===== src/rtl/nap_countdown.sv =====
// Nap countdown timer: captures a BCD HH:MM:SS duration, counts it down once per tick and
// raises a buzzing alarm at zero. Define NAP_SNOOZE_EN to add the snooze input and snooze_cnt output.
module nap_countdown #(
    parameter int TICK_DIV = 50000000,
    parameter int BUZZ_DIV = 25000000
) (
    input  logic       clock,
    input  logic       reset,
    input  logic       load,
    input  logic [3:0] hour10,
    input  logic [3:0] hour1,
    input  logic [3:0] minute10,
    input  logic [3:0] minute1,
    input  logic [3:0] second10,
    input  logic [3:0] second1,
    input  logic       pause,
    input  logic       cancel,
    input  logic       ack,
    output logic [3:0] rHour10,
    output logic [3:0] rHour1,
    output logic [3:0] rMinute10,
    output logic [3:0] rMinute1,
    output logic [3:0] rSecond10,
    output logic [3:0] rSecond1,
    output logic       running,
    output logic       alarm,
    output logic       buzz
`ifdef NAP_SNOOZE_EN
    ,
    input  logic       snooze,
    output logic [1:0] snooze_cnt
`endif
);

    localparam int PW = (TICK_DIV > 2) ? $clog2(TICK_DIV) : 1;
    localparam int BW = (BUZZ_DIV > 2) ? $clog2(BUZZ_DIV) : 1;
    localparam logic [PW-1:0] TICK_LAST = PW'(TICK_DIV - 1);
    localparam logic [BW-1:0] BUZZ_LAST = BW'(BUZZ_DIV - 1);

    typedef enum logic [1:0] {IDLE, RUN, PAUSE, ALARM} state_t;

    state_t        state_q, state_d;
    logic [23:0]   time_q, time_d;
    logic [PW-1:0] presc_q, presc_d;
    logic [BW-1:0] bcnt_q, bcnt_d;
    logic          buzz_q, buzz_d;
    logic          running_q, running_d;
    logic          alarm_q, alarm_d;
`ifdef NAP_SNOOZE_EN
    logic [1:0]    snzCnt_q, snzCnt_d;
`endif

    logic [23:0]   sanTime;
    logic [23:0]   decTime;
    logic          loadOk;

    function automatic logic [3:0] clampDigit(input logic [3:0] d, input logic [3:0] mx);
        return (d > mx) ? mx : d;
    endfunction

    // Borrow ripples upward from second1; digits 1 and 3 are the tens of minutes/seconds.
    function automatic logic [23:0] decBcd(input logic [23:0] t);
        logic [23:0] r;
        logic        borrow;
        logic [3:0]  d;
        r      = t;
        borrow = 1'b1;
        for (int i = 0; i < 6; i++) begin
            d = r[i*4 +: 4];
            if (borrow) begin
                if (d == 4'd0) begin
                    d = (i == 1 || i == 3) ? 4'd5 : 4'd9;
                end else begin
                    d      = d - 4'd1;
                    borrow = 1'b0;
                end
            end
            r[i*4 +: 4] = d;
        end
        return r;
    endfunction

    assign sanTime = {clampDigit(hour10, 4'd9), clampDigit(hour1, 4'd9),
                      clampDigit(minute10, 4'd5), clampDigit(minute1, 4'd9),
                      clampDigit(second10, 4'd5), clampDigit(second1, 4'd9)};
    assign loadOk  = load && (sanTime != '0);
    assign decTime = decBcd(time_q);

    always_comb begin
        state_d  = state_q;
        time_d   = time_q;
        presc_d  = presc_q;
        bcnt_d   = bcnt_q;
        buzz_d   = buzz_q;
`ifdef NAP_SNOOZE_EN
        snzCnt_d = snzCnt_q;
`endif
        if (cancel) begin
            state_d  = IDLE;
            time_d   = '0;
            presc_d  = '0;
            bcnt_d   = '0;
            buzz_d   = 1'b0;
`ifdef NAP_SNOOZE_EN
            snzCnt_d = 2'd0;
`endif
        end else if (loadOk && state_q != ALARM) begin
            state_d  = RUN;
            time_d   = sanTime;
            presc_d  = '0;
`ifdef NAP_SNOOZE_EN
            snzCnt_d = 2'd0;
`endif
        end else begin
            case (state_q)
                RUN: begin
                    // The counting edge still advances the prescaler even when pause is seen.
                    if (presc_q == TICK_LAST) begin
                        presc_d = '0;
                        time_d  = decTime;
                        if (decTime == '0) begin
                            state_d = ALARM;
                            bcnt_d  = '0;
                            buzz_d  = 1'b0;
                        end else begin
                            state_d = pause ? PAUSE : RUN;
                        end
                    end else begin
                        presc_d = presc_q + PW'(1);
                        state_d = pause ? PAUSE : RUN;
                    end
                end
                PAUSE: begin
                    if (!pause) state_d = RUN;
                end
                ALARM: begin
`ifdef NAP_SNOOZE_EN
                    if (snooze && snzCnt_q != 2'd3) begin
                        state_d  = RUN;
                        time_d   = 24'h000500;
                        presc_d  = '0;
                        bcnt_d   = '0;
                        buzz_d   = 1'b0;
                        snzCnt_d = snzCnt_q + 2'd1;
                    end else
`endif
                    if (ack) begin
                        state_d = IDLE;
                        bcnt_d  = '0;
                        buzz_d  = 1'b0;
                    end else if (bcnt_q == BUZZ_LAST) begin
                        bcnt_d = '0;
                        buzz_d = ~buzz_q;
                    end else begin
                        bcnt_d = bcnt_q + BW'(1);
                    end
                end
                default: ;
            endcase
        end
        running_d = (state_d == RUN) || (state_d == PAUSE);
        alarm_d   = (state_d == ALARM);
    end

    always_ff @(posedge clock or negedge reset) begin
        if (!reset) begin
            state_q   <= IDLE;
            time_q    <= '0;
            presc_q   <= '0;
            bcnt_q    <= '0;
            buzz_q    <= 1'b0;
            running_q <= 1'b0;
            alarm_q   <= 1'b0;
`ifdef NAP_SNOOZE_EN
            snzCnt_q  <= 2'd0;
`endif
        end else begin
            state_q   <= state_d;
            time_q    <= time_d;
            presc_q   <= presc_d;
            bcnt_q    <= bcnt_d;
            buzz_q    <= buzz_d;
            running_q <= running_d;
            alarm_q   <= alarm_d;
`ifdef NAP_SNOOZE_EN
            snzCnt_q  <= snzCnt_d;
`endif
        end
    end

    assign {rHour10, rHour1, rMinute10, rMinute1, rSecond10, rSecond1} = time_q;
    assign running = running_q;
    assign alarm   = alarm_q;
    assign buzz    = buzz_q;
`ifdef NAP_SNOOZE_EN
    assign snooze_cnt = snzCnt_q;
`endif

endmodule


===== config.mk =====
export PLATFORM = sky130hd
export DESIGN_NAME = nap_countdown
export DESIGN_NICKNAME = d
export VERILOG_FILES = /design/src/rtl/nap_countdown.sv
export SDC_FILE = /design/constraint.sdc
export NUM_CORES = 1
export LEC_CHECK = 0
export ABC_AREA = 1
export ABC_CLOCK_PERIOD_IN_PS = 2400
export CORE_ASPECT_RATIO = 1.5
export CORE_MARGIN = 5
export CORE_UTILIZATION = 58
export CTS_CLUSTER_DIAMETER = 80
export DETAILED_ROUTE_END_ITERATION = 6
export PLACE_DENSITY = 0.8
export SYNTH_ARGS = -nofsm -noshare
export SYNTH_HDL_FRONTEND = slang
export SYNTH_SLANG_ARGS = --single-unit

===== constraint.sdc =====
create_clock -name clock -period 2.4 [get_ports clock]
set_input_delay 0.48 -clock clock [delete_from_list [all_inputs] [get_ports clock]]
set_output_delay 0.48 -clock clock [all_outputs]
set_load 0.01 [all_outputs]

Word-level counts from Yosys, hierarchy flattened
Cells that the tools add are included.
- flip-flop bits (word level): 80
- input bits: 30
- logic and storage cells: 108
- add/sub/neg operators: 8
- order comparisons: 6
- equal/unequal tests: 13
- muxes and demuxes: 56
- bitwise gates (word level): 1
- reduce and logical (&&, ||, !) cells: 17
- operators by type and width (kind ; count):
    two-way mux 25 bit ; 6
    two-way mux 26 bit ; 4
    two-way mux 24 bit ; 4
    two-way mux 4 bit ; 17
    one-hot mux 25 bit (2 select lines) ; 1
    adder 26 x 1 -> 26 bit, second input constant ; 1
    == test 26 bit, second input constant ; 1
    adder 25 x 1 -> 25 bit, second input constant ; 1
    == test 25 bit, second input constant ; 1
    zero test 24 bit ; 1
    zero test 4 bit ; 6
    nonzero test 24 bit ; 1
    subtractor 4 x 1 -> 4 bit, second input constant ; 6
    > comparator 4 bit, second input constant ; 4
    two-way mux 1 bit ; 15
    two-way mux 2 bit ; 7
    nonzero test 3 bit ; 3
    == test 2 bit, second input constant ; 4
    > comparator 4 x 3 -> 1 bit, second input constant ; 2
    != test 3 bit, second input constant ; 2
    one-hot mux 2 bit (3 select lines) ; 1
    AND reduction 5 bit ; 1
    == test 2 x 1 -> 1 bit, second input constant ; 2
    != test 2 bit, second input constant ; 2
    7 further kinds ; 8

Depth between registers and ports, before layout
Gate-level depths: netlist (run 1).
- depth in word-level cells: 15
- depth in mapped cells: 17
- gate-level depth less buffers: 16

Least setup slack after synthesis (run 1)
Ideal clock, no wire load.
- path kind: reg-to-reg
- from: register time_q[0]
- to: register running_q (netlist: running)
- library setup time: 0.126 ns
- arrival: 1.951 ns
- setup slack: 0.323 ns
- stages on the path, launching flop included: 15
- path through: dfrtp_1 -> nor2_4 -> nand2_4 -> nor2_4 -> nand3_2 -> nor2_4 -> xor2_1 -> nor2_1 -> nand3_2 -> nand2_1 -> nand2_1 -> nand2_1 -> nand2_1 -> nand2_1 -> ha_1
- word-level cells in the longest chain between the ends: 15
- RTL lines (element ; RTL line ; text):
    start: declaration ; 43 ; logic [23:0] time_q, time_d;
    start signal: assignment ; 179 ; time_q <= time_d;
    zero test 4 bit ; 71 ; if (d == 4'd0) begin
    two-way mux 1 bit ; 71 ;
    two-way mux 1 bit (4 in a row) ; 70 ; if (borrow) begin
    two-way mux 4 bit ; 70 ;
    zero test 24 bit (*) ; 121 ; if (decTime == '0) begin
    two-way mux 2 bit (*) ; 121 ;
    two-way mux 2 bit (*) ; 118 ; if (presc_q == TICK_LAST) begin
    one-hot mux 2 bit (3 select lines) (*) ; 115 ; case (state_q)
    two-way mux 2 bit (*) ; 107 ; end else if (loadOk && state_q != ALARM) begin
    two-way mux 2 bit (*) ; 98 ; if (cancel) begin
    via state_d[0] ; 42 ; state_t state_q, state_d;
    == test 2 x 1 -> 1 bit or == test 2 bit (tied branches) ; 161 ; running_d = (state_d == RUN) || (state_d == PAUSE);
    logical OR 1 bit (*) ; 161 ;
    via running_d ; 47 ; logic running_q, running_d;
    end signal: assignment ; 183 ; running_q <= running_d;
    end: declaration ; 47 ;
The timed path passes the listed nets; every way through them passes the cells marked *.
A chain may end at the register's enable or synchronous reset.

Final worst setup path (run 1)
- from: register presc_q[1]
- to: register running_q (netlist: running)
- word-level cells in the longest chain between the ends: 7
- RTL lines (element ; RTL line ; text):
    start: declaration ; 44 ; logic [PW-1:0] presc_q, presc_d;
    start signal: assignment ; 180 ; presc_q <= presc_d;
    == test 26 bit (*) ; 118 ;
    two-way mux 2 bit (*) ; 118 ;
    one-hot mux 2 bit (3 select lines) (*) ; 115 ;
    two-way mux 2 bit (*) ; 107 ;
    two-way mux 2 bit (*) ; 98 ;
    via state_d[1] ; 42 ;
    == test 2 x 1 -> 1 bit or == test 2 bit (tied branches) ; 161 ;
    logical OR 1 bit (*) ; 161 ;
    via running_d ; 47 ;
Marks and branches as above.

==> out/qor.csv, run 1 <==
stage,metric,value,unit
status,run_status,"finished, violations left",
status,violated_checks,negative setup slack,
clock_tree,later_pin_clock_latency_in_the_skew_report,350,ps
power_and_ir_drop,vdd_drop_max,0.000520,V
timing,finalWorstSetupSlack,-20.7,ps
detailed_routing,ant_nets,0,
clock_tree,clock-root-buffer,sky130_fd_sc_hd__clkbuf_16,
run,max_cap_violations,0,
placed_design,placement.setup.worst_slack,-215,ps
clock_tree,numClockSinks,80,
power_and_ir_drop,p_int,2.58,mW
timing,final_period_minus_worst_setup_slack,2420,ps
timing,max_slew_margin,0.586,
logic_synthesis,synth_top_cells_by_area,"sky130_fd_sc_hd__dfrtp_1, sky130_fd_sc_hd__nand2_1, sky130_fd_sc_hd__inv_1, sky130_fd_sc_hd__nor2_1, sky130_fd_sc_hd__nand3_1",
logic_synthesis,synth_enable_flop_cells,0,
floorplanning,die_area,11500,sq um
detailed_routing,detailed_routed_wire_length_on_met2,9160,um
floorplanning,die_w,89.4,um
logic_synthesis,count_of_mapped_cells_out_of_synthesis,796,
setup_path,worstRegToRegCells,14,
power_and_ir_drop,total_switching_power,1.15,mW
global_route,via_count_of_the_first_global_routing_pass,6168,
timing,finalSetupTns,-20.7,ps
logic_synthesis,synth.distinct_cells,44,
clock_tree,cts.path.max_buffers,2,
setup_path,crit_fanout,4,
logic_synthesis,postSynthAreaPerCell,6.89,sq um
finish,utilization,0.771,
detailed_routing,first_iter_violations,489,
finish,areaGrowthSynthToFinish,30.1,%
detailed_routing,first_pass_drt_iterations,5,
setup_path,worst-endpoint-arrival,2640,ps
finish,fillCellCount,682,
timing,timing.hold.ws,130,ps
logic_synthesis,primary_flip_flop_cell_chosen_by_synthesis_mapping,sky130_fd_sc_hd__dfrtp_1,
detailed_routing,wl_met1,6460,um
timing,timing.final.max_slew_violations,0,
placed_design,place.port_buffers,56,
placed_design,dp.final_hpwl,12800,um
detailed_routing,met3_wirelength,969,um
logic_synthesis,synthArstFlopShare,1.00,
floorplanning,die_h,129,um
setup_path,criticalPathCategory,reg -> reg,
logic_synthesis,synth-seq-area-share,0.365,
timing,max_clock_freq,413,MHz
power_and_ir_drop,finalPower,3.72,mW
finish,nNetsFinal,945,
setup_path,cp-start-kind,flip-flop,
detailed_routing,route.detailed.wl_per_inst,17.1,um
timing,grt_setup_unrepaired,true,
hold_path,hold_path_class,in -> async,
power_and_ir_drop,clock_share_of_power,0.386,
setup_path,critical_path_required,2620,ps
global_route,grt_antenna_before_repair,0,
clock_tree,cts_tree,done,
finish,ff_latch_area,2010,sq um
detailed_routing,drt_drc_violations_left,0,
logic_synthesis,yosysWarnings,0,
logic_synthesis,post_synth_instance_area,5490,sq um
logic_synthesis,synth_area_leader_cell,sky130_fd_sc_hd__dfrtp_1,
setup_path,r2r_setup_slack,-20,ps
logic_synthesis,syn-num-nets,829,
power_and_ir_drop,power-per-cell-area,522,nW/um^2
power_and_ir_drop,power_frac_seq,0.391,
global_route,largest_net_degree_at_the_start_of_global_routing,42,
floorplanning,start_util,0.593,
logic_synthesis,synth_most_common_cell,sky130_fd_sc_hd__nand2_1,
power_and_ir_drop,switching_share,0.308,
timing,fin_skew,7.79,ps
floorplanning,ios,57,
global_route,globalRoute.totalOverflow,0,
logic_synthesis,yosys-top-cells-count,"sky130_fd_sc_hd__nand2_1, sky130_fd_sc_hd__inv_1, sky130_fd_sc_hd__nor2_1",
detailed_routing,drt-vias-per-instance,5.91,
timing,tightestPinTransition,619,ps
finish,drive_above_1_share,0.160,
floorplanning,design.core.area,9250,sq um
finish,combined_area_of_the_multi_input_logic_cells,3160,sq um
setup_path,r2r-start,presc_q[1],
clock_tree,ctsHoldBuffers,0,
clock_tree,cts_h_tree_depth,3,
detailed_routing,via_total_after_detailed_routing,6082,
timing,part_of_the_cycle_the_worst_path_needs,1.01,
setup_path,endpoint_kind,flip-flop,
timing,final-setup-viol-count,1,
power_and_ir_drop,power.share.combinational,0.223,
finish,n_antenna_cell,0,
setup_path,reg2reg_to,running,
clock_tree,clkSlewWorstSetupHoldPaths,70,ps
logic_synthesis,number_of_synthesized_register_bits,80,
logic_synthesis,synthDominantCellAreaShare,0.365,
detailed_routing,postRouteWirelength,17600,um
floorplanning,num_rows,43,
power_and_ir_drop,static-leakage-power,3.18,nW
timing,timing_hold_violations_final,0,
global_route,global_route_usage_sum,0.316,
clock_tree,cts_made_buffers,9,
detailed_routing,highest_layer,met4,
placed_design,gp_congestion,0.915,
global_route,grt_first_pass_wirelength,28600,um
## cell type report
type,count,area share
Multi-Input combinational cell,600,0.442
Sequential cell,80,0.281
Timing Repair Buffer,128,0.164
Inverter,93,0.0489
Clock buffer,9,0.0316
Tap cell,112,0.0196
Clock inverter,7,0.0119
## repair_timing
| action | CTS | global route |
|---|---|---|
| resized for setup | 4 | 41 |
| endpoints found under the setup margin | 1 | 40 |
| pin swaps | 2 | 18 |
| setup buffers | 0 | 10 |
## worst max-delay path: stages (launching register included)
cell	delay, ps
sky130_fd_sc_hd__dfrtp_1	370
sky130_fd_sc_hd__ha_2	210
sky130_fd_sc_hd__nand2_2	80
sky130_fd_sc_hd__nor2_4	140
sky130_fd_sc_hd__nand2_2	90
sky130_fd_sc_hd__nor2_4	150
sky130_fd_sc_hd__nand3_4	110
sky130_fd_sc_hd__nor2_4	130
sky130_fd_sc_hd__nand3_2	80
sky130_fd_sc_hd__nor2_2	150
sky130_fd_sc_hd__nand3_2	150
sky130_fd_sc_hd__nand2_1	100
sky130_fd_sc_hd__a21oi_1	60
sky130_fd_sc_hd__nor2_1	190
sky130_fd_sc_hd__ha_1	270
## cell families after synthesis
group,after synthesis,share of synthesized area
simple gates,464,0.390
xor+xnor,32,0.0511
compound gates,101,0.103
buf+inv,116,0.0851
fa+ha+maj,3,0.00684
flops,80,0.365
## through the flow
stage	cell area (sq um)	cells
2_1_floorplan	5490	796
3_3_place_gp	6600	1003
3_5_place_dp	6600	1003
4_1_cts	6920	1019
5_1_grt	7140	1029
6_report	7140	1029
## cells in the final DEF (no fill, tap or decap), drive strengths merged, types with 2 or more instances in the layout
master         count
nand2            212
inv               95
nor2              95
dfrtp             80
buf               73
nand3             63
o21ai             58
clkdlybuf4s50     55
nor3              40
xor2              31
nand4             26
a21oi             24
nor4              14
clkbuf             9
a21o               6
nor3b              5
or2                4
o22ai              3
a31oi              3
o211ai             3
ha                 3
a211oi             2
nand3b             2
clkinv             2
and2               2
clkinvlp           2
## layer usage
metal,track usage,up-vias
met3,0.0350,93
met5,0,-
met1,0.348,2855
li1,-,2857
met2,0.574,277
met4,0.176,0
## how the worst max path moves through the flow
stage,start,end,slack [ps],depth (start not counted)
2_1_floorplan,time_q[0],running,320,14
3_3_place_gp,second10[2],running,-180,10
3_5_place_dp,minute10[2],time_q[3],-220,13
4_1_cts,presc_q[0],running,30,14
5_1_grt,presc_q[0],running,-100,14
6_report,presc_q[1],running,-20,14
## power groups by stage
stage	sequential (mW)	combinational [mW]	clock, mW
after global routing	1.46	0.907	1.50
after global placement	1.47	0.716	0
after detailed placement	1.47	0.735	0
after floorplan	1.48	0.379	0
final	1.46	0.831	1.44
after CTS	1.45	0.745	1.45
## state kept, by name, summed over array words and instances, names as in the netlist
name and cells:
presc_q 26, bcnt_q 25, time_q 24, state_q 2, alarm 1, buzz 1
running 1
Power figures use the tool's default switching activity.
==> inputs of run 2 (changes only) <==
Settings changed: CELL_PAD_IN_SITES_DETAIL_PLACEMENT from default to 1, CELL_PAD_IN_SITES_GLOBAL_PLACEMENT from default to 2, CORE_UTILIZATION 58 to 32, PLACE_DENSITY 0.8 to 0.79.
==> out/qor.csv, run 2 (synthesized netlist as in run 1, its figures left out) <==
stage,metric,value,unit
finish,biggestRegsByFlops,"presc_q x26, bcnt_q x25, time_q x24",
setup_path,worst-endpoint-arrival,2570,ps
placed_design,placed_area,6830,sq um
setup_path,r2r_setup_slack,60,ps
finish,drive_above_1_share,0.172,
floorplanning,die_w,117,um
finish,nNetsFinal,963,
setup_path,criticalPathCategory,reg -> reg,
clock_tree,clkSlewWorstSetupHoldPaths,70,ps
clock_tree,cts_made_buffers,9,
timing,fin_skew,9.45,ps
finish,post_layout_nonfiller_instances,1145,
timing,timing_hold_violations_final,0,
setup_path,endpoint_kind,flip-flop,
setup_path,crit_fanout,5,
floorplanning,start_util,0.326,
setup_path,critical_path_required,2640,ps
finish,largest_register,presc_q,
power_and_ir_drop,finalPower,3.65,mW
finish,n_antenna_cell,0,
timing,timing.final.max_slew_violations,0,
setup_path,reg2reg_to,running,
power_and_ir_drop,vdd_drop_max,0.000323,V
setup_path,r2r-start,time_q[6],
floorplanning,die_h,170,um
finish,final_cell_area,7380,sq um
floorplanning,die_area,19900,sq um
clock_tree,ctsHoldBuffers,0,
timing,grt_setup_unrepaired,true,
clock_tree,cts_tree,done,
hold_path,hold_path_class,in -> async,
power_and_ir_drop,power-per-cell-area,495,nW/um^2
detailed_routing,first_pass_drt_iterations,4,
detailed_routing,drt-vias-per-instance,5.14,
global_route,grt_first_pass_wirelength,33300,um
finish,most_frequent_standard_cell_in_the_layout_excluding_fill_and_tap_cells,sky130_fd_sc_hd__nand2_1,
global_route,globalRoute.totalOverflow,0,
floorplanning,design.core.area,16800,sq um
detailed_routing,first_iter_violations,178,
clock_tree,cts.path.max_buffers,2,
setup_path,cp-start-kind,flip-flop,
global_route,grt_antenna_before_repair,0,
timing,max_slew_margin,0.613,
global_route,largest_net_degree_at_the_start_of_global_routing,48,
clock_tree,cts_h_tree_depth,3,
floorplanning,ios,57,
status,run_status,finished clean,
detailed_routing,ant_nets,0,
global_route,via_count_of_the_first_global_routing_pass,6396,
setup_path,worstRegToRegCells,14,
placed_design,place.port_buffers,56,
placed_design,dp.final_hpwl,16200,um
finish,areaGrowthSynthToFinish,34.4,%
finish,layout_common_cells,"sky130_fd_sc_hd__nand2_1, sky130_fd_sc_hd__inv_1, sky130_fd_sc_hd__buf_4, sky130_fd_sc_hd__dfrtp_1, sky130_fd_sc_hd__nor2_1",
clock_tree,clock-root-buffer,sky130_fd_sc_hd__clkbuf_16,
run,max_cap_violations,0,
detailed_routing,drt_drc_violations_left,0,
clock_tree,later_pin_clock_latency_in_the_skew_report,350,ps
placed_design,cell_count_after_placement,1118,
detailed_routing,route.detailed.wl_per_inst,18.2,um
global_route,global_route_usage_sum,0.217,
clock_tree,numClockSinks,80,
floorplanning,num_rows,58,
detailed_routing,via_total_after_detailed_routing,5885,
timing,timing.hold.ws,18.0,ps
detailed_routing,postRouteWirelength,20900,um
placed_design,gp_congestion,0.949,
timing,final-setup-viol-count,0,
timing,finalSetupTns,0,ps
power_and_ir_drop,static-leakage-power,3.27,nW
finish,largest_reg_flops,26,
timing,part_of_the_cycle_the_worst_path_needs,0.973,
timing,tightestPinTransition,578,ps
timing,max_clock_freq,428,MHz
timing,final_period_minus_worst_setup_slack,2340,ps
## run 2: changes by cell type in the layout (fill, tap and decap cells not counted), moves of 4 or more
cell                      change
sky130_fd_sc_hd__nor2_2       +6
sky130_fd_sc_hd__dfrtp_1      +5
sky130_fd_sc_hd__dfrtp_2      -5
sky130_fd_sc_hd__nor2_4       -4
sky130_fd_sc_hd__buf_4       +16
## run 2: timing repair
item	CTS	global route
pin swaps	3	12
resized for setup	13	32
setup buffers	1	9
endpoints found under the setup margin	60	61
gates cloned	0	1
## run 2: worst max path at each step
stage | start | endpoint | slack [ps] | cells after the start
CTS | presc_q[1] | running | 1 | 16
detailed placement | second10[2] | time_q[23] | -440 | 10
finish | time_q[6] | running | 60 | 14
floorplan | time_q[0] | running | 320 | 14
global route | time_q[6] | running | -70 | 14
global placement | second10[2] | running | -450 | 10
## run 2: layout make-up
| class | count | area, sq um |
|---|---|---|
| multi-input cells | 600 | 3140 |
| well taps | 210 | 263 |
| flip-flops and latches | 80 | 2000 |
| clock inverters | 7 | 55.1 |
| fillers | 2133 | 9460 |
| repair buffers | 146 | 1330 |
| inverters | 93 | 357 |
| clock buffers | 9 | 225 |
## run 2: stage by stage
| stage | utilization | worst slack, ps |
|---|---|---|
| 2_1_floorplan | - | 323 |
| 3_3_place_gp | 0.406 | -454 |
| 3_5_place_dp | 0.406 | -440 |
| 4_1_cts | 0.426 | 1.42 |
| 5_1_grt | 0.438 | -65.6 |
| 6_report | 0.438 | 64.8 |
## run 2: per-layer routing
metal  share of wire  GRT usage  routed length [um]  up-vias
met2            0.56      0.410               11700       87
met1            0.38      0.231                7930     2871
met3           0.022     0.0324                 458       46
li1                -          -                   -     2881
met4           0.038     0.0978                 802        0
met5               0          0                   0        -
## run 2: report_power, final
group	internal, mW	total [mW]	switching [mW]	leakage [nW]
clock	0.712	1.34	0.632	0.133
sequential	1.39	1.44	0.0553	1.10
combinational	0.371	0.865	0.493	2.04
total	2.47	3.65	1.18	3.27
## run 2: worst max-delay path, cell delays in order (launching register included)
cell                      delay [ps]
sky130_fd_sc_hd__dfrtp_1         400
sky130_fd_sc_hd__nor2_2          160
sky130_fd_sc_hd__nand2_2         100
sky130_fd_sc_hd__nor2_4          170
sky130_fd_sc_hd__nand3_2         150
sky130_fd_sc_hd__nor2_4          170
sky130_fd_sc_hd__xor2_1          240
sky130_fd_sc_hd__nor2_2           70
sky130_fd_sc_hd__nand3_4         120
sky130_fd_sc_hd__nand2_1          60
sky130_fd_sc_hd__nand2_1          70
sky130_fd_sc_hd__nand2_1          60
sky130_fd_sc_hd__nand2_1          70
sky130_fd_sc_hd__nand2_2          70
sky130_fd_sc_hd__ha_1            300
==> inputs of run 3 (changes only) <==
Settings changed: CELL_PAD_IN_SITES_DETAIL_PLACEMENT 1 to 0.
==> out/qor.csv, run 3 (synthesized netlist as in run 1, its figures left out) <==
stage,metric,value,unit
floorplanning,num_rows,58,
timing,final_period_minus_worst_setup_slack,2290,ps
placed_design,placement.setup.worst_slack,-417,ps
global_route,via_count_of_the_first_global_routing_pass,5993,
finish,areaGrowthSynthToFinish,34.9,%
timing,grt_setup_unrepaired,true,
status,run_status,finished clean,
clock_tree,later_pin_clock_latency_in_the_skew_report,350,ps
finish,layout_common_cells,"sky130_fd_sc_hd__nand2_1, sky130_fd_sc_hd__inv_1, sky130_fd_sc_hd__buf_4, sky130_fd_sc_hd__nor2_1, sky130_fd_sc_hd__dfrtp_1",
clock_tree,cts_made_buffers,9,
timing,final-setup-viol-count,0,
setup_path,crit_fanout,3,
finish,post_layout_nonfiller_instances,1147,
finish,largest_register,presc_q,
global_route,grt_first_pass_wirelength,30700,um
setup_path,critical_path_required,2640,ps
setup_path,endpoint_kind,flip-flop,
setup_path,critPathTopFamily,simple AND/OR/NAND/NOR gates,
placed_design,place.port_buffers,56,
floorplanning,die_h,170,um
setup_path,worst-endpoint-arrival,2520,ps
timing,finalSetupTns,0,ps
finish,largest_reg_flops,26,
finish,biggestRegsByFlops,"presc_q x26, bcnt_q x25, time_q x24",
finish,nNetsFinal,965,
timing,timing_hold_violations_final,0,
clock_tree,cts_h_tree_depth,3,
power_and_ir_drop,power-per-cell-area,503,nW/um^2
clock_tree,clkSlewWorstSetupHoldPaths,70,ps
clock_tree,cts_tree,done,
finish,most_frequent_standard_cell_in_the_layout_excluding_fill_and_tap_cells,sky130_fd_sc_hd__nand2_1,
timing,tightestPinTransition,546,ps
power_and_ir_drop,vdd_drop_max,0.000336,V
global_route,largest_net_degree_at_the_start_of_global_routing,48,
power_and_ir_drop,static-leakage-power,3.26,nW
floorplanning,start_util,0.326,
hold_path,hold_path_class,in -> async,
placed_design,dp.final_hpwl,14800,um
placed_design,cell_count_after_placement,1118,
clock_tree,clock-root-buffer,sky130_fd_sc_hd__clkbuf_16,
setup_path,crit_path_cell_trace,ha_2 > nand2_2 > nor2_4 > nand2_2 > nor2_4 > nand3_4 > nor2_4 > nand3_2 > nor2_4 > nand3_4 > nand2_1 > a21oi_1 > nor2_1 > ha_1,
detailed_routing,highest_layer,met4,
clock_tree,ctsHoldBuffers,0,
detailed_routing,first_pass_drt_iterations,4,
setup_path,cp_common_cell,sky130_fd_sc_hd__nor2_4,
detailed_routing,drt-vias-per-instance,5.00,
detailed_routing,wl_met1,7350,um
setup_path,crit_path_top_delay_cell,sky130_fd_sc_hd__dfrtp_1,
timing,finalWorstSetupSlack,114,ps
finish,final_cell_area,7400,sq um
floorplanning,ios,57,
clock_tree,cts.path.max_buffers,2,
detailed_routing,first_iter_violations,253,
setup_path,critical_path.max_stage_delay,360,ps
detailed_routing,via_total_after_detailed_routing,5738,
detailed_routing,met3_wirelength,423,um
timing,max_clock_freq,438,MHz
global_route,grt_antenna_before_repair,0,
global_route,global_route_usage_sum,0.199,
timing,max_slew_margin,0.633,
global_route,globalRoute.totalOverflow,0,
detailed_routing,postRouteWirelength,19100,um
setup_path,criticalPathCategory,reg -> reg,
detailed_routing,route.detailed.wl_per_inst,16.7,um
setup_path,cp-start-kind,flip-flop,
timing,part_of_the_cycle_the_worst_path_needs,0.952,
finish,n_antenna_cell,0,
placed_design,gp_congestion,0.949,
floorplanning,design.core.area,16800,sq um
timing,fin_skew,9.15,ps
detailed_routing,detailed_routed_wire_length_on_met2,10600,um
timing,timing.final.max_slew_violations,0,
run,max_cap_violations,0,
detailed_routing,ant_nets,0,
floorplanning,die_w,117,um
finish,drive_above_1_share,0.173,
placed_design,placed_area,6830,sq um
setup_path,timing.critical_path.buf_inv,0,
floorplanning,die_area,19900,sq um
clock_tree,numClockSinks,80,
detailed_routing,drt_drc_violations_left,0,
run 3: cell types whose count changed in the layout (fill, tap and decap cells not counted), sizes merged:
| cell | previous run | this run |
|---|---|---|
| clkdlybuf4s50 | 53 | 55 |
| dlymetal6s2s | 2 | 0 |
| nand2 | 212 | 214 |
| buf | 90 | 91 |
| bufinv | 0 | 1 |
| clkbuf | 10 | 9 |
| clkinvlp | 4 | 3 |
run 3: cell type report:
type | count | area (sq um)
Multi-Input combinational cell | 602 | 3180
Sequential cell | 80 | 2000
Clock inverter | 7 | 80.1
Tap cell | 210 | 263
Inverter | 93 | 353
Clock buffer | 9 | 225
Fill cell | 1758 | 9430
Timing Repair Buffer | 146 | 1290
run 3: timing repair:
item / 4_1_cts / 5_1_grt
setup buffers: 0 / 11
setup endpoints to repair: 32 / 61
pin swaps: 0 / 17
gates cloned: 0 / 2
resized for setup: 4 / 39
run 3: worst paths after layout:
kind	startpoint	end	slack (ps)	depth (start not counted)
max	presc_q[1]	running	110	14
min	reset	bcnt_q[24]	20	1
max reg2reg	presc_q[1]	running	110	14
min reg2reg	bcnt_q[24]	bcnt_q[24]	530	2
max in group asynchronous	reset	bcnt_q[3]	1790	2
min in group clock	bcnt_q[24]	bcnt_q[24]	530	2
run 3: layer usage:
layer / GRT usage / vias to the layer above
met3: 0.0206 / 44
met1: 0.218 / 2714
met4: 0.0983 / 0
li1: - / 2891
met2: 0.373 / 89
met5: 0 / -
run 3: where the power goes:
part	internal, mW	leakage (nW)	total, mW	switching (mW)
clock network	0.817	0.143	1.44	0.624
registers	1.39	1.10	1.44	0.0547
logic	0.359	2.02	0.837	0.478
total	2.57	3.26	3.72	1.16
run 3: metrics by stage:
step,total power [mW],hold WS (ps),utilization
6_report,3.72,20.3,0.440
5_1_grt,3.93,34.9,0.440
4_1_cts,3.73,13.2,0.425
3_5_place_dp,2.25,398,0.406
3_3_place_gp,2.24,402,0.406
2_1_floorplan,1.86,184,-
run 3: worst reg2reg max path, cell delays in order (launching register included):
cell	delay, ps
sky130_fd_sc_hd__dfrtp_1	360
sky130_fd_sc_hd__ha_2	190
sky130_fd_sc_hd__nand2_2	70
sky130_fd_sc_hd__nor2_4	130
sky130_fd_sc_hd__nand2_2	80
sky130_fd_sc_hd__nor2_4	160
sky130_fd_sc_hd__nand3_4	120
sky130_fd_sc_hd__nor2_4	130
sky130_fd_sc_hd__nand3_2	90
sky130_fd_sc_hd__nor2_4	160
sky130_fd_sc_hd__nand3_4	110
sky130_fd_sc_hd__nand2_1	70
sky130_fd_sc_hd__a21oi_1	60
sky130_fd_sc_hd__nor2_1	180
sky130_fd_sc_hd__ha_1	270
